--- config.mk ---
export PLATFORM = sky130hd
export DESIGN_NAME = ctrl_fsm_flat
export DESIGN_NICKNAME = d
export VERILOG_FILES = /design/src/rtl/ctrl_fsm_if.sv /design/src/rtl/ctrl_fsm.sv /design/src/flat_wrapper.sv
export SDC_FILE = /design/constraint.sdc
export NUM_CORES = 1
export LEC_CHECK = 0
export CAP_MARGIN = 10
export CORE_UTILIZATION = 39
export DETAILED_ROUTE_END_ITERATION = 10
export PLACE_DENSITY = 0.81
export SLEW_MARGIN = 20
export SYNTH_ARGS = -nofsm -noshare
export SYNTH_HDL_FRONTEND = slang
export SYNTH_SLANG_ARGS = --single-unit
--- constraint.sdc ---
create_clock -name clk -period 2.3 [get_ports clk]
set_input_delay 0.46 -clock clk [delete_from_list [all_inputs] [get_ports clk]]
set_output_delay 0.46 -clock clk [all_outputs]
set_load 0.02 [all_outputs]
--- src/rtl/ctrl_fsm_if.sv ---
// ----------------------------------------------------------------------------
// ctrl_fsm_if
// Bundles the SISC control unit's datapath-facing signals: the instruction
// register and status register it reads, and every write enable, mux select
// and ALU override it drives back into the datapath.
//
// Parameter:
//   CNT_W     width of the retired-instruction counter
//
// Signals:
//   instr     [31:0]  IR contents; opcode [31:28], condition mask [27:24]
//   stat      [3:0]   status register {C, V, N, Z}
//   ir_load           load IR from instruction memory
//   pc_write          PC write enable
//   pc_sel            0 = PC+1, 1 = branch target
//   br_sel            0 = PC-relative target, 1 = absolute target
//   pc_rst            force PC to 0
//   rf_we             register file write enable
//   wb_sel            writeback source: 0 = ALU, 1 = data memory
//   rb_sel            route Rd to register-file read port B (stores)
//   alu_op    [1:0]   bit1 = suppress status save, bit0 = use immediate
//   dm_we             data memory write enable
//   halt              processor halted
//   instr_cnt         retired-instruction count
//
// Modports:
//   master    the control unit (reads instr/stat, drives controls)
//   slave     the datapath side (drives instr/stat, reads controls)
// ----------------------------------------------------------------------------
interface ctrl_fsm_if #(
    parameter int CNT_W = 16
);
    logic [31:0]      instr;
    logic [3:0]       stat;
    logic             ir_load;
    logic             pc_write;
    logic             pc_sel;
    logic             br_sel;
    logic             pc_rst;
    logic             rf_we;
    logic             wb_sel;
    logic             rb_sel;
    logic [1:0]       alu_op;
    logic             dm_we;
    logic             halt;
    logic [CNT_W-1:0] instr_cnt;

    modport master (
        input  instr, stat,
        output ir_load, pc_write, pc_sel, br_sel, pc_rst, rf_we,
               wb_sel, rb_sel, alu_op, dm_we, halt, instr_cnt
    );

    modport slave (
        output instr, stat,
        input  ir_load, pc_write, pc_sel, br_sel, pc_rst, rf_we,
               wb_sel, rb_sel, alu_op, dm_we, halt, instr_cnt
    );
endinterface

--- src/rtl/ctrl_fsm.sv ---
// ----------------------------------------------------------------------------
// ctrl_fsm
// Multi-cycle control unit for the SISC processor. Sequences each instruction
// through FETCH / DECODE / EXECUTE / MEM / WB, evaluates branch conditions
// against the status register, drives all datapath enables and selects, and
// counts retired instructions.
//
// Cycles per instruction: NOP 2, branch 3, ALU/ADDI/STR 4, LOD 5.
// Control outputs are combinational from the current state and the opcode
// held in the IR, so an asynchronous reset clears them in the same cycle.
//
// Ports:
//   clk       system clock, rising edge
//   rst_n     asynchronous active-low reset
//   bus       ctrl_fsm_if.master (instr/stat in, all controls out)
//
// Build option:
//   CTRL_ILLEGAL_HALT_EN  when defined, undefined opcodes 8..E halt the
//                         processor like HLT; otherwise they retire as NOPs.
// ----------------------------------------------------------------------------
module ctrl_fsm #(
    parameter int CNT_W = 16
) (
    input  logic         clk,
    input  logic         rst_n,
    ctrl_fsm_if.master   bus
);

    typedef enum logic [2:0] {
        S_RESET   = 3'd0,
        S_FETCH   = 3'd1,
        S_DECODE  = 3'd2,
        S_EXECUTE = 3'd3,
        S_MEM     = 3'd4,
        S_WB      = 3'd5,
        S_HALT    = 3'd6
    } state_t;

    localparam logic [3:0] OP_NOP  = 4'h0;
    localparam logic [3:0] OP_ALU  = 4'h1;
    localparam logic [3:0] OP_ADDI = 4'h2;
    localparam logic [3:0] OP_LOD  = 4'h3;
    localparam logic [3:0] OP_STR  = 4'h4;
    localparam logic [3:0] OP_BRA  = 4'h5;
    localparam logic [3:0] OP_BRR  = 4'h6;
    localparam logic [3:0] OP_BNE  = 4'h7;
    localparam logic [3:0] OP_HLT  = 4'hF;

    localparam logic [CNT_W-1:0] CNT_ONE = {{(CNT_W-1){1'b0}}, 1'b1};

    state_t           state_r;
    state_t           next_state_s;
    logic [CNT_W-1:0] cnt_r;
    logic [3:0]       opcode_s;
    logic [3:0]       mask_s;
    logic             taken_s;
    logic             retire_s;

    logic             ir_load_s;
    logic             pc_write_s;
    logic             pc_sel_s;
    logic             br_sel_s;
    logic             pc_rst_s;
    logic             rf_we_s;
    logic             wb_sel_s;
    logic             rb_sel_s;
    logic [1:0]       alu_op_s;
    logic             dm_we_s;
    logic             halt_s;

    // Operand fields below the condition mask belong to the datapath.
    logic             unused_instr_s;

    assign opcode_s       = bus.instr[31:28];
    assign mask_s         = bus.instr[27:24];
    assign unused_instr_s = ^bus.instr[23:0];

    // Branch condition against the live status register (only consumed in EXECUTE).
    always_comb begin
        taken_s = 1'b0;
        case (opcode_s)
            OP_BRA, OP_BRR: taken_s = (mask_s == 4'd0) || ((mask_s & bus.stat) != 4'd0);
            OP_BNE:         taken_s = ((mask_s & bus.stat) == 4'd0);
            default:        taken_s = 1'b0;
        endcase
    end

    // State register.
    always_ff @(posedge clk or negedge rst_n) begin
        if (!rst_n) begin
            state_r <= S_RESET;
        end else begin
            state_r <= next_state_s;
        end
    end

    // Next-state, retire strobe and control outputs from state and opcode.
    always_comb begin
        next_state_s = state_r;
        retire_s     = 1'b0;
        ir_load_s    = 1'b0;
        pc_write_s   = 1'b0;
        pc_sel_s     = 1'b0;
        br_sel_s     = 1'b0;
        pc_rst_s     = 1'b0;
        rf_we_s      = 1'b0;
        wb_sel_s     = 1'b0;
        rb_sel_s     = 1'b0;
        alu_op_s     = 2'b10;
        dm_we_s      = 1'b0;
        halt_s       = 1'b0;

        case (state_r)
            S_RESET: begin
                pc_rst_s     = 1'b1;
                next_state_s = S_FETCH;
            end

            S_FETCH: begin
                ir_load_s    = 1'b1;
                pc_write_s   = 1'b1;
                pc_sel_s     = 1'b0;
                next_state_s = S_DECODE;
            end

            S_DECODE: begin
                case (opcode_s)
                    OP_NOP: begin
                        retire_s     = 1'b1;
                        next_state_s = S_FETCH;
                    end
                    OP_HLT: begin
                        retire_s     = 1'b1;
                        next_state_s = S_HALT;
                    end
                    OP_ALU, OP_ADDI, OP_LOD, OP_STR, OP_BRA, OP_BRR, OP_BNE: begin
                        next_state_s = S_EXECUTE;
                    end
                    default: begin
                        // Undefined opcode still counts as a retired instruction.
                        retire_s     = 1'b1;
`ifdef CTRL_ILLEGAL_HALT_EN
                        next_state_s = S_HALT;
`else
                        next_state_s = S_FETCH;
`endif
                    end
                endcase
            end

            S_EXECUTE: begin
                case (opcode_s)
                    OP_ALU: begin
                        alu_op_s     = 2'b00;
                        next_state_s = S_WB;
                    end
                    OP_ADDI: begin
                        alu_op_s     = 2'b11;
                        next_state_s = S_WB;
                    end
                    OP_LOD: begin
                        alu_op_s     = 2'b11;
                        next_state_s = S_MEM;
                    end
                    OP_STR: begin
                        alu_op_s     = 2'b11;
                        rb_sel_s     = 1'b1;
                        next_state_s = S_MEM;
                    end
                    default: begin
                        // Branches resolve here; a not-taken branch writes nothing.
                        retire_s     = 1'b1;
                        next_state_s = S_FETCH;
                        if (taken_s) begin
                            pc_write_s = 1'b1;
                            pc_sel_s   = 1'b1;
                            br_sel_s   = (opcode_s == OP_BRA);
                        end else begin
                            pc_write_s = 1'b0;
                        end
                    end
                endcase
            end

            S_MEM: begin
                alu_op_s = 2'b11;
                if (opcode_s == OP_STR) begin
                    rb_sel_s     = 1'b1;
                    dm_we_s      = 1'b1;
                    retire_s     = 1'b1;
                    next_state_s = S_FETCH;
                end else begin
                    next_state_s = S_WB;
                end
            end

            S_WB: begin
                rf_we_s      = 1'b1;
                retire_s     = 1'b1;
                next_state_s = S_FETCH;
                case (opcode_s)
                    OP_ALU:  alu_op_s = 2'b00;
                    OP_ADDI: alu_op_s = 2'b11;
                    OP_LOD: begin
                        alu_op_s = 2'b11;
                        wb_sel_s = 1'b1;
                    end
                    default: alu_op_s = 2'b10;
                endcase
            end

            S_HALT: begin
                halt_s       = 1'b1;
                next_state_s = S_HALT;
            end

            default: begin
                next_state_s = S_RESET;
            end
        endcase
    end

    // Retired-instruction counter; wraps naturally from all-ones to zero.
    always_ff @(posedge clk or negedge rst_n) begin
        if (!rst_n) begin
            cnt_r <= '0;
        end else if (retire_s) begin
            cnt_r <= cnt_r + CNT_ONE;
        end else begin
            cnt_r <= cnt_r;
        end
    end

    assign bus.ir_load   = ir_load_s;
    assign bus.pc_write  = pc_write_s;
    assign bus.pc_sel    = pc_sel_s;
    assign bus.br_sel    = br_sel_s;
    assign bus.pc_rst    = pc_rst_s;
    assign bus.rf_we     = rf_we_s;
    assign bus.wb_sel    = wb_sel_s;
    assign bus.rb_sel    = rb_sel_s;
    assign bus.alu_op    = alu_op_s;
    assign bus.dm_we     = dm_we_s;
    assign bus.halt      = halt_s;
    assign bus.instr_cnt = cnt_r;

endmodule

--- src/flat_wrapper.sv ---
// flat-port wrapper written by rule: the top's interface ports become plain ports
module ctrl_fsm_flat 
#(
    parameter int CNT_W = 16
)
  (clk, rst_n, bus_instr, bus_stat, bus_ir_load, bus_pc_write, bus_pc_sel, bus_br_sel, bus_pc_rst, bus_rf_we, bus_wb_sel, bus_rb_sel, bus_alu_op, bus_dm_we, bus_halt, bus_instr_cnt);
  ctrl_fsm_if #(.CNT_W(CNT_W)) bus_i ();
  input  logic clk;
  input  logic rst_n;
  input wire logic [$bits(bus_i.instr)-1:0] bus_instr;
  input wire logic [$bits(bus_i.stat)-1:0] bus_stat;
  output wire logic [$bits(bus_i.ir_load)-1:0] bus_ir_load;
  output wire logic [$bits(bus_i.pc_write)-1:0] bus_pc_write;
  output wire logic [$bits(bus_i.pc_sel)-1:0] bus_pc_sel;
  output wire logic [$bits(bus_i.br_sel)-1:0] bus_br_sel;
  output wire logic [$bits(bus_i.pc_rst)-1:0] bus_pc_rst;
  output wire logic [$bits(bus_i.rf_we)-1:0] bus_rf_we;
  output wire logic [$bits(bus_i.wb_sel)-1:0] bus_wb_sel;
  output wire logic [$bits(bus_i.rb_sel)-1:0] bus_rb_sel;
  output wire logic [$bits(bus_i.alu_op)-1:0] bus_alu_op;
  output wire logic [$bits(bus_i.dm_we)-1:0] bus_dm_we;
  output wire logic [$bits(bus_i.halt)-1:0] bus_halt;
  output wire logic [$bits(bus_i.instr_cnt)-1:0] bus_instr_cnt;
  assign bus_i.instr = bus_instr;
  assign bus_i.stat = bus_stat;
  assign bus_ir_load = bus_i.ir_load;
  assign bus_pc_write = bus_i.pc_write;
  assign bus_pc_sel = bus_i.pc_sel;
  assign bus_br_sel = bus_i.br_sel;
  assign bus_pc_rst = bus_i.pc_rst;
  assign bus_rf_we = bus_i.rf_we;
  assign bus_wb_sel = bus_i.wb_sel;
  assign bus_rb_sel = bus_i.rb_sel;
  assign bus_alu_op = bus_i.alu_op;
  assign bus_dm_we = bus_i.dm_we;
  assign bus_halt = bus_i.halt;
  assign bus_instr_cnt = bus_i.instr_cnt;
  ctrl_fsm #(.CNT_W(CNT_W)) u_core (.clk(clk), .rst_n(rst_n), .bus(bus_i));
endmodule
== Word-level counts from Yosys, hierarchy flattened ==
Index checks and enable logic that the tools add are counted.
Operators by class
  mux-type cells: 27
  reductions and logical operators: 14
  equal/unequal tests: 14
  bitwise gates (word level): 1
  $add $sub $neg: 1
Operators by type and width (number)
  3-bit case mux with 6 select lines: 1
  1-bit two-way mux: 17
  16-bit by 1-bit adder with 16-bit output (second input constant): 1
  4-bit by 3-bit equality test with 1-bit output (second input constant): 4
  3-bit case mux with 2 select lines: 2
  2-bit OR reduction: 6
  3-bit equality test (second input constant): 3
  4-bit by 2-bit equality test with 1-bit output (second input constant): 2
  4-bit logical NOT: 2
  2-bit case mux with 2 select lines: 2
  7-bit OR reduction: 1
  3-bit by 2-bit equality test with 1-bit output (second input constant): 2
  2-bit case mux with 3 select lines: 1
  4-bit AND: 1
  4-bit by 1-bit equality test with 1-bit output (second input constant): 1
  4-bit equality test (second input constant): 1
  1-bit case mux with 2 select lines: 2
  1-bit case mux with 4 select lines: 1
  4-bit nonzero test: 1
  4-bit OR reduction: 1
  3-bit by 1-bit equality test with 1-bit output (second input constant): 1
  3-bit logical NOT: 1
  3-bit two-way mux: 1
  3-bit OR reduction: 1
  1-bit logical OR: 1
Word-level totals
  flip-flop bits (word level): 19
  output and inout bits: 28
  input port bits: 38

== Depth between registers and ports, before layout ==
Gate-level depths: netlist (run 1).
  depth after elaboration: 7
  mapped depth: 7

== Worst setup path after synthesis (run 1) ==
No wires, ideal clock.
  path type: reg2out
  from: register u_core.state_r[2]
  to: output port bus_br_sel
  path slack: 0.078 ns
  data required time: 1.840 ns
  cell stages (with the launch flop): 6
  path buffers: 1
  data arrival time: 1.762 ns
  cells stage by stage: dfrtp_1 -> buf_2 -> nor2b_1 -> nand3_1 -> or3b_1 -> nor3b_1
On the way
  longest elaborated chain between the ends: 2
Ends and longest elaborated chain
  start, declared: RTL line ctrl_fsm.sv:51  | state_t state_r;
  start signal, assigned: RTL line ctrl_fsm.sv:93  | state_r <= next_state_s;
  3-bit by 2-bit equality test with 1-bit output: RTL line ctrl_fsm.sv:113  | case (state_r)
  1-bit two-way mux: RTL line ctrl_fsm.sv:113
  end, declared: RTL line flat_wrapper.sv:15  | output wire logic [$bits(bus_i.br_sel)-1:0] bus_br_sel;
Every way passes these cells.

== Worst setup path in the final report (run 1) ==
  from: input port bus_instr[31]
  to: output port bus_br_sel
On the way
  longest elaborated chain between the ends: 6
  elaborated cells on any way between the ends: 13
  those cells by class: 7 x eq/ne; 4 x mux; 2 x reduce/logical
Ends and longest elaborated chain
  start, declared: RTL line flat_wrapper.sv:10  | input wire logic [$bits(bus_i.instr)-1:0] bus_instr;
  4-bit by 3-bit equality test with 1-bit output, on equally long branches: RTL line ctrl_fsm.sv:81, ctrl_fsm.sv:177
  2-bit OR reduction: RTL line ctrl_fsm.sv:81  | case (opcode_s)
  1-bit case mux with 2 select lines: RTL line ctrl_fsm.sv:81
  1-bit two-way mux: RTL line ctrl_fsm.sv:174  | if (taken_s) begin
  1-bit two-way mux *: RTL line ctrl_fsm.sv:152  | case (opcode_s)
  1-bit two-way mux *: RTL line ctrl_fsm.sv:113
Every way passes the cells marked *; elsewhere a longest branch is shown, timed or not.

==> run summary, run 1 <==
Sequential Area - 475 sq um
Core area - 3050 sq um
Worst hold path type - in -> async
Category of cells accounting for the largest share of critical-path delay - buffers and inverters
Overall track demand over capacity in global routing - 18.9%
Antenna violations before repair - 0
Cell row count - 20
Largest stage delay, worst path - 0.45 ns
Number of buffers inserted by post-CTS setup repair - 0
Clock power frac - 10.6%
Crit end category - output port
Initial core utilization - 40.8%
Clk root buf - sky130_fd_sc_hd__clkbuf_4
Number of buffers on the longest clock path - 2
Arr. time, crit path - 1.80 ns
Predominant post-synthesis flop cell - sky130_fd_sc_hd__dfrtp_1
Drt pass-1 iters - 4
Fraction of synthesis flops using an asynchronous set or reset pin - 100%
Ratio of total power to cell area - 888 nW/um^2
Xor/xnor share of the synthesized area - 11.3%
Share of synthesized area occupied by flip-flops and latches - 38.2%
Number of buffers created by CTS - 3
Die Span Y - 58.5 um
Clock tree from TritonCTS - yes
DR vias - 1199
Setup WS pre-CTS - -0.478 ns
Post-synthesis mux area share - 1.71%
Result of the run - finished, final reports clean
Final HPWL from detailed placement - 2.31 mm
Arithmetic-cell share of the synthesized area counting full adders, half adders and majority gates - 1.01%
Remaining routing DRC violations - 0
Number of instances in the synthesized netlist - 132
Clock-pin slew on the worst setup and hold paths - 0.11 ns
Antenna Violating Nets Remaining - 0
CTS H-tree depth - 1
Largest family of logic cells by synthesized area - simple AND/OR/NAND/NOR gates
IO Count - 66
Worst supply voltage drop on vdd - 0.499 mV
Final worst-path cycle share - 98.5%
Clock latency on the worst-skew pair - 0.30 ns
Width of the die - 58.5 um
Tightest Pin Transition - 0.305 ns
Count of final max-slew check failures - 0
Number of warning messages in the yosys log - 0
Total overflow reported by the global router - 0
Fraction of power consumed by combinational cells - 59.0%
Count of cell types in the netlist - 41
Headroom to the max-slew limit - 79.5%
Number of enable-type register cells in the synthesized netlist - 0
Ratio of cells with drive above 1 in the final layout - 21.6%
Mean instance size in the synthesized netlist - 9.43 sq um
Critical Path, Cell by Cell - clkdlybuf4s50_1, inv_2, nand3_2, or3b_4, nor3b_2, buf_4
Power Total - 1620 uW
Post-Route Setup TNS - 0 ns
DRC violation total after the first TritonRoute iteration - 24
Sequential share of power - 30.4%
Number of sinks on the clock net - 19
Final count of hold timing violations - 0
Crit path setup slack, layout - 0.0353 ns
Number of fillers in the final layout - 280
Share of total power consumed by net switching - 41.4%
Final-stage net count - 225
Placer Congestion - 0.813
Count of endpoints failing setup in the final report - 0
Detailed Route WL - 2.94 mm
Crit path max-delay cell type - sky130_fd_sc_hd__clkdlybuf4s50_1
Fraction of the mapped netlist area in compound gates - 13.7%
Mapped Nets - 171
Simple-gate share of the synthesized area - 28.2%
Worst clock skew - 0.00474 ns
Signed area change from the synthesized netlist to the final layout - 46.4%
Req. time, crit path - 1.84 ns
Post-synthesis cell area - 1240 sq um
Via density per instance - 5.24
CP Buf/Inv Count - 3
Clock period minus final worst setup slack - 2.26 ns
Switching power - 671 uW
Max-capacitance violation count - 0
Via count of the first global-routing pass - 1185
Cell internal power dissipation - 948 uW
Worst Path Class, Setup - in -> out
Static Leakage - 0.000856 uW
Synth Register Bits - 19
Die footprint - 3420 sq um
Maximum operating frequency - 442 MHz
Routed wire per std cell - 12.8 um
Global-route wire length before repair - 5.02 mm
Maximum number of pins on one net before global-route repair - 20
# diodes - 0
Buffers on Ports - 41
Highest fanout seen on the critical path - 3
Critical Path Start Type - input pin
Area of combinational cells with multiple inputs - 723 sq um
[cell families (layout without fill, tap and decap cells)]
| family | count (synthesis) | after routing |
|---|---|---|
| AND/OR/NAND/NOR | 60 | 60 |
| AO/OA/AOI/OAI | 22 | 22 |
| flip-flops | 19 | 19 |
| XOR/XNOR | 16 | 16 |
| buffers and inverters | 12 | 65 |
| multiplexers | 2 | 2 |
| adder cells (fa/ha/maj) | 1 | 1 |
[worst register-to-register path: cells and delay by family, from the launching register on]
| kind | cells | cell delay, ns |
|---|---|---|
| buffers and inverters | 3 | 0.54 |
| flip-flops | 1 | 0.39 |
| multiplexers | 1 | 0.33 |
| AO/OA/AOI/OAI | 1 | 0.24 |
| AND/OR/NAND/NOR | 1 | 0.22 |
[routing by layer]
layer,GRT usage (%),vias up,wire [um]
li1,-,582,-
met1,21.9,563,1250
met2,35.5,51,1510
met3,3.30,3,155
met4,5.78,0,29
met5,0,-,0
[per-stage QoR]
stage | cell area [sq um] | std cells | hold slack, ns | util [%]
after floorplan | 1240 | 132 | 0.164 | -
after global placement | 1790 | 225 | 0.456 | 58.6
after detailed placement | 1790 | 225 | 0.461 | 58.6
after CTS | 1800 | 229 | 0.480 | 59.0
after global routing | 1820 | 229 | 0.501 | 59.7
final | 1820 | 229 | 0.475 | 59.7
[layout make-up]
| type | instances | area share (%) |
|---|---|---|
| clock buffers | 4 | 1.44 |
| multi-input cells | 101 | 39.7 |
| repair buffers | 58 | 29.2 |
| inverters | 3 | 0.618 |
| well taps | 44 | 3.02 |
| flip-flops and latches | 19 | 26.1 |
[worst paths after layout]
path | slack, ns | end | startpoint | depth (start not counted)
max | 0.04 | bus_br_sel | bus_instr[31] | 6
min | 0.48 | u_core.bus.instr_cnt[13] | rst_n | 2
max reg2reg | 0.48 | u_core.bus.instr_cnt[1] | u_core.state_r[1] | 6
min reg2reg | 0.48 | u_core.bus.instr_cnt[15] | u_core.bus.instr_cnt[15] | 1
max in group asynchronous | 1.62 | u_core.bus.instr_cnt[11] | rst_n | 2
min in group clk | 0.48 | u_core.bus.instr_cnt[15] | u_core.bus.instr_cnt[15] | 1
[timing repair]
item | in CTS | in global routing
endpoints found under the setup margin | 8 | 9
pin swaps | 0 | 2
gates resized for setup | 26 | 21
hold buffers | 0 | 0
[state kept, by name, indices dropped and copies added, names as in the netlist]
| signal | cells |
|---|---|
| u_core.state_r | 3 |
| u_core.bus.instr_cnt | 16 |
[power by group through the flow]
stage / logic [uW] / clock network (uW) / registers [uW]
floorplan: 508 / 0 / 536
global placement: 916 / 0 / 492
detailed placement: 946 / 0 / 498
CTS: 936 / 176 / 492
global route: 1050 / 190 / 506
finish: 956 / 171 / 493
[cell usage after synthesis (2+ instances only)]
cell type,instances,area share [%]
sky130_fd_sc_hd__clkbuf_1,3,0.90
sky130_fd_sc_hd__nand4_1,7,3.5
sky130_fd_sc_hd__nand3_1,7,2.8
sky130_fd_sc_hd__o21ai_0,7,2.8
sky130_fd_sc_hd__inv_1,3,0.90
sky130_fd_sc_hd__and2_1,2,1.0
sky130_fd_sc_hd__and3_1,7,3.5
sky130_fd_sc_hd__nor4_1,2,1.0
sky130_fd_sc_hd__nor2b_1,3,1.5
sky130_fd_sc_hd__and4_1,3,2.1
sky130_fd_sc_hd__nand2b_1,3,1.5
sky130_fd_sc_hd__xnor2_1,12,8.4
sky130_fd_sc_hd__buf_6,3,2.7
sky130_fd_sc_hd__a22oi_1,3,1.8
sky130_fd_sc_hd__nand2_1,11,3.3
sky130_fd_sc_hd__buf_2,2,0.80
sky130_fd_sc_hd__xor2_1,4,2.8
sky130_fd_sc_hd__nor3_1,4,1.6
sky130_fd_sc_hd__dfrtp_1,19,38
sky130_fd_sc_hd__nor2_1,6,1.8
[layout by cell type (no fill, tap or decap), types with 3 or more instances in the layout]
master	count
sky130_fd_sc_hd__nor2_1	5
sky130_fd_sc_hd__nand2_1	11
sky130_fd_sc_hd__dfrtp_1	19
sky130_fd_sc_hd__o21ai_0	5
sky130_fd_sc_hd__nand4_1	7
sky130_fd_sc_hd__nand2b_1	3
sky130_fd_sc_hd__and4_1	3
sky130_fd_sc_hd__buf_4	17
sky130_fd_sc_hd__clkbuf_4	3
sky130_fd_sc_hd__a22oi_1	3
sky130_fd_sc_hd__clkdlybuf4s50_1	29
sky130_fd_sc_hd__nand3_1	6
sky130_fd_sc_hd__nor3_1	4
sky130_fd_sc_hd__xor2_1	4
sky130_fd_sc_hd__xnor2_1	12
sky130_fd_sc_hd__and3_1	7
Note: power is estimated with default switching activity, not from simulation.
==> inputs of run 2 (changes only) <==
- CORE_UTILIZATION: 39 -> 55
- DONT_BUFFER_PORTS: not set -> 1
- PLACE_DENSITY: 0.81 -> 0.71
==> run 2 against run 1 <==
Net effect:
- core utilization grew 6.3 points
- critical endpoint is now bus_pc_write
- cell area shrank 26%
- cell count shrank 28%
- clock skew grew 0.0034 ns
- sequential power grew 17%
- non-clock buffer count shrank 47
- count of clock-buffer cells in the layout shrank 1
- worst hold slack lost 0.13 ns
- wire length shrank 13%
- highest routed layer unchanged
- sequential share of layout area grew 9.2 points
- largest power group unchanged
- power shrank 16%
==> run summary, run 2 (synthesis gave the netlist of run 1 again) <==
Result of the run - finished, final reports clean (unchanged)
Number of buffers created by CTS - 3 (unchanged)
Crit end category - output port (unchanged)
Clock power frac - 12.5% (was 10.6%)
Req. time, crit path - 1.84 ns (about the same)
Detailed Route WL - 2.55 mm (was 2.94 mm)
Ratio of cells with drive above 1 in the final layout - 17.4% (was 21.6%)
Met1 WL - 1.17 mm (was 1.25 mm)
Final worst-path cycle share - 96.7% (was 98.5%)
Clock tree from TritonCTS - yes (unchanged)
Routed length on met2 - 1.19 mm (was 1.51 mm)
Fraction of power consumed by combinational cells - 45.3% (was 59.0%)
Maximum number of pins on one net before global-route repair - 20 (unchanged)
Worst hold path type - in -> reg (was in -> async)
Arr. time, crit path - 1.77 ns (was 1.80 ns)
Cell row count - 16 (was 20)
Final HPWL from detailed placement - 1.83 mm (was 2.31 mm)
Critical Path Start Type - register (was input pin)
Die footprint - 2460 sq um (was 3420 sq um)
Share of the core filled with cells - 66.1% (was 59.7%)
Clock-pin slew on the worst setup and hold paths - 0.11 ns (about the same)
Signed area change from the synthesized netlist to the final layout - 8.34% (was 46.4%)
Worst Path Class, Setup - reg -> out (was in -> out)
Count of endpoints failing setup in the final report - 0 (unchanged)
Clock latency on the worst-skew pair - 0.30 ns (about the same)
DRC violation total after the first TritonRoute iteration - 12 (was 24)
Crit path max-delay cell type - sky130_fd_sc_hd__dfrtp_1 (was sky130_fd_sc_hd__clkdlybuf4s50_1)
Number of flip-flops under the largest register name - 16 (unchanged)
Category of cells accounting for the largest share of critical-path delay - simple AND/OR/NAND/NOR gates (was buffers and inverters)
Share of total power consumed by net switching - 45.7% (was 41.4%)
Die Span Y - 49.6 um (was 58.5 um)
Highest metal layer used by the detailed router - met4 (unchanged)
Final count of hold timing violations - 0 (unchanged)
Maximum operating frequency - 449 MHz (was 442 MHz)
Clk root buf - sky130_fd_sc_hd__clkbuf_4 (unchanged)
Count of final max-slew check failures - 0 (unchanged)
Met3 layer wire length in the routed design - 189 um (was 155 um)
Critical Path, Cell by Cell - nor2b_4, nand3_2, or3b_4, o21ai_0, buf_4 (was clkdlybuf4s50_1, inv_2, nand3_2, or3b_4, nor3b_2, buf_4)
Most common cell after layout, fill and taps aside - sky130_fd_sc_hd__dfrtp_1 (was sky130_fd_sc_hd__clkdlybuf4s50_1)
Switching power - 623 uW (was 671 uW)
DR vias - 1021 (was 1199)
Cell internal power dissipation - 741 uW (was 948 uW)
Worst supply voltage drop on vdd - 0.642 mV (was 0.499 mV)
Sequential share of power - 42.2% (was 30.4%)
Antenna Violating Nets Remaining - 0 (unchanged)
IO Count - 66 (unchanged)
CTS H-tree depth - 1 (unchanged)
Antenna violations before repair - 0 (unchanged)
Total overflow reported by the global router - 0 (unchanged)
Routed wire per std cell - 15.5 um (was 12.8 um)
Number of buffers on the longest clock path - 2 (unchanged)
Buffers on Ports - 0 (was 41)
Ratio of total power to cell area - 1010 nW/um^2 (was 888 nW/um^2)
Commonest cells after routing, fill and taps aside - sky130_fd_sc_hd__dfrtp_1 (19), sky130_fd_sc_hd__xnor2_1 (12), sky130_fd_sc_hd__nand2_1 (11) (was sky130_fd_sc_hd__clkdlybuf4s50_1 (29), sky130_fd_sc_hd__dfrtp_1 (19), sky130_fd_sc_hd__buf_4 (17))
Number of sinks on the clock net - 19 (unchanged)
Max-capacitance violation count - 0 (unchanged)
Static Leakage - 0.000636 uW (was 0.000856 uW)
Largest stage delay, worst path - 0.43 ns (was 0.45 ns)
Initial core utilization - 61.0% (was 40.8%)
Via density per instance - 6.19 (was 5.24)
Via count of the first global-routing pass - 902 (was 1185)
CP Buf/Inv Count - 1 (was 3)
Remaining routing DRC violations - 0 (unchanged)
Worst clock skew - 0.00816 ns (was 0.00474 ns)
Tightest Pin Transition - 0.827 ns (was 0.305 ns)
Core area - 2040 sq um (was 3050 sq um)
Headroom to the max-slew limit - 44.7% (was 79.5%)
Post-Route Setup TNS - 0 ns (unchanged)
Global-route wire length before repair - 4.04 mm (was 5.02 mm)
Overall track demand over capacity in global routing - 21.4% (was 18.9%)
Width of the die - 49.6 um (was 58.5 um)
Drt pass-1 iters - 4 (unchanged)
Highest fanout seen on the critical path - 3 (unchanged)
Final-stage net count - 178 (was 225)
# diodes - 0 (unchanged)
Clock period minus final worst setup slack - 2.23 ns (was 2.26 ns)
Placer Congestion - 0.774 (was 0.813)
-- run 2: routing by layer --
layer,global-route usage (%),vias to the layer above
li1,-,484
met1,29.9,492
met2,32.4,42
met3,7.72,3
met4,2.86,0
met5,0,-
-- run 2: timing repair --
| item | 4_1_cts | 5_1_grt |
|---|---|---|
| buffers inserted | 0 | 1 |
| gates cloned | 0 | 0 |
| hold endpoints to repair | 19 | 0 |
| hold buffers | 1 | 0 |
| setup endpoints to repair | 2 | 2 |
| resized for setup | 2 | 3 |
-- run 2: worst paths after layout --
path	from	to	slack, ns	cells past startpoint
worst max register to register	u_core.state_r[1]	u_core.bus.instr_cnt[8]	0.32	5
max in group asynchronous	rst_n	u_core.bus.instr_cnt[12]	1.10	1
worst min-delay path	bus_instr[31]	u_core.state_r[2]	0.35	2
worst min register to register	u_core.bus.instr_cnt[15]	u_core.bus.instr_cnt[15]	0.62	1
worst max-delay path	u_core.state_r[2]	bus_pc_write	0.07	5
min in group asynchronous	rst_n	u_core.bus.instr_cnt[4]	0.68	1
-- run 2: per-stage QoR --
| stage | power (uW) | cell area (sq um) | setup WS (ns) | hold WS [ns] | cells |
|---|---|---|---|---|---|
| 4_1_cts | 1340 | 1330 | 0.0259 | 0.351 | 164 |
| 5_1_grt | 1460 | 1350 | -0.00696 | 0.375 | 165 |
| 3_5_place_dp | 1150 | 1280 | 0.286 | 0.165 | 159 |
| 3_3_place_gp | 1120 | 1280 | 0.295 | 0.165 | 159 |
| 2_1_floorplan | 1040 | 1240 | 0.0782 | 0.164 | 132 |
| 6_report | 1360 | 1350 | 0.0748 | 0.350 | 165 |
-- run 2: power groups by stage --
stage	sequential [uW]	combinational, uW	clock, uW
floorplan	536	508	0
global placement	569	555	0
detailed placement	577	575	0
CTS	571	590	176
global route	591	678	187
finish	576	617	170
-- run 2: area by class of cell --
cell class                 instances  area [sq um]
clock buffer                       3          22.5
fill                             176           693
inverter                           3          11.3
multi-input combinational        101           716
tap                               27          33.8
timing repair buffer              11          85.1
sequential                        19           475
clock inverter                     1          5.00
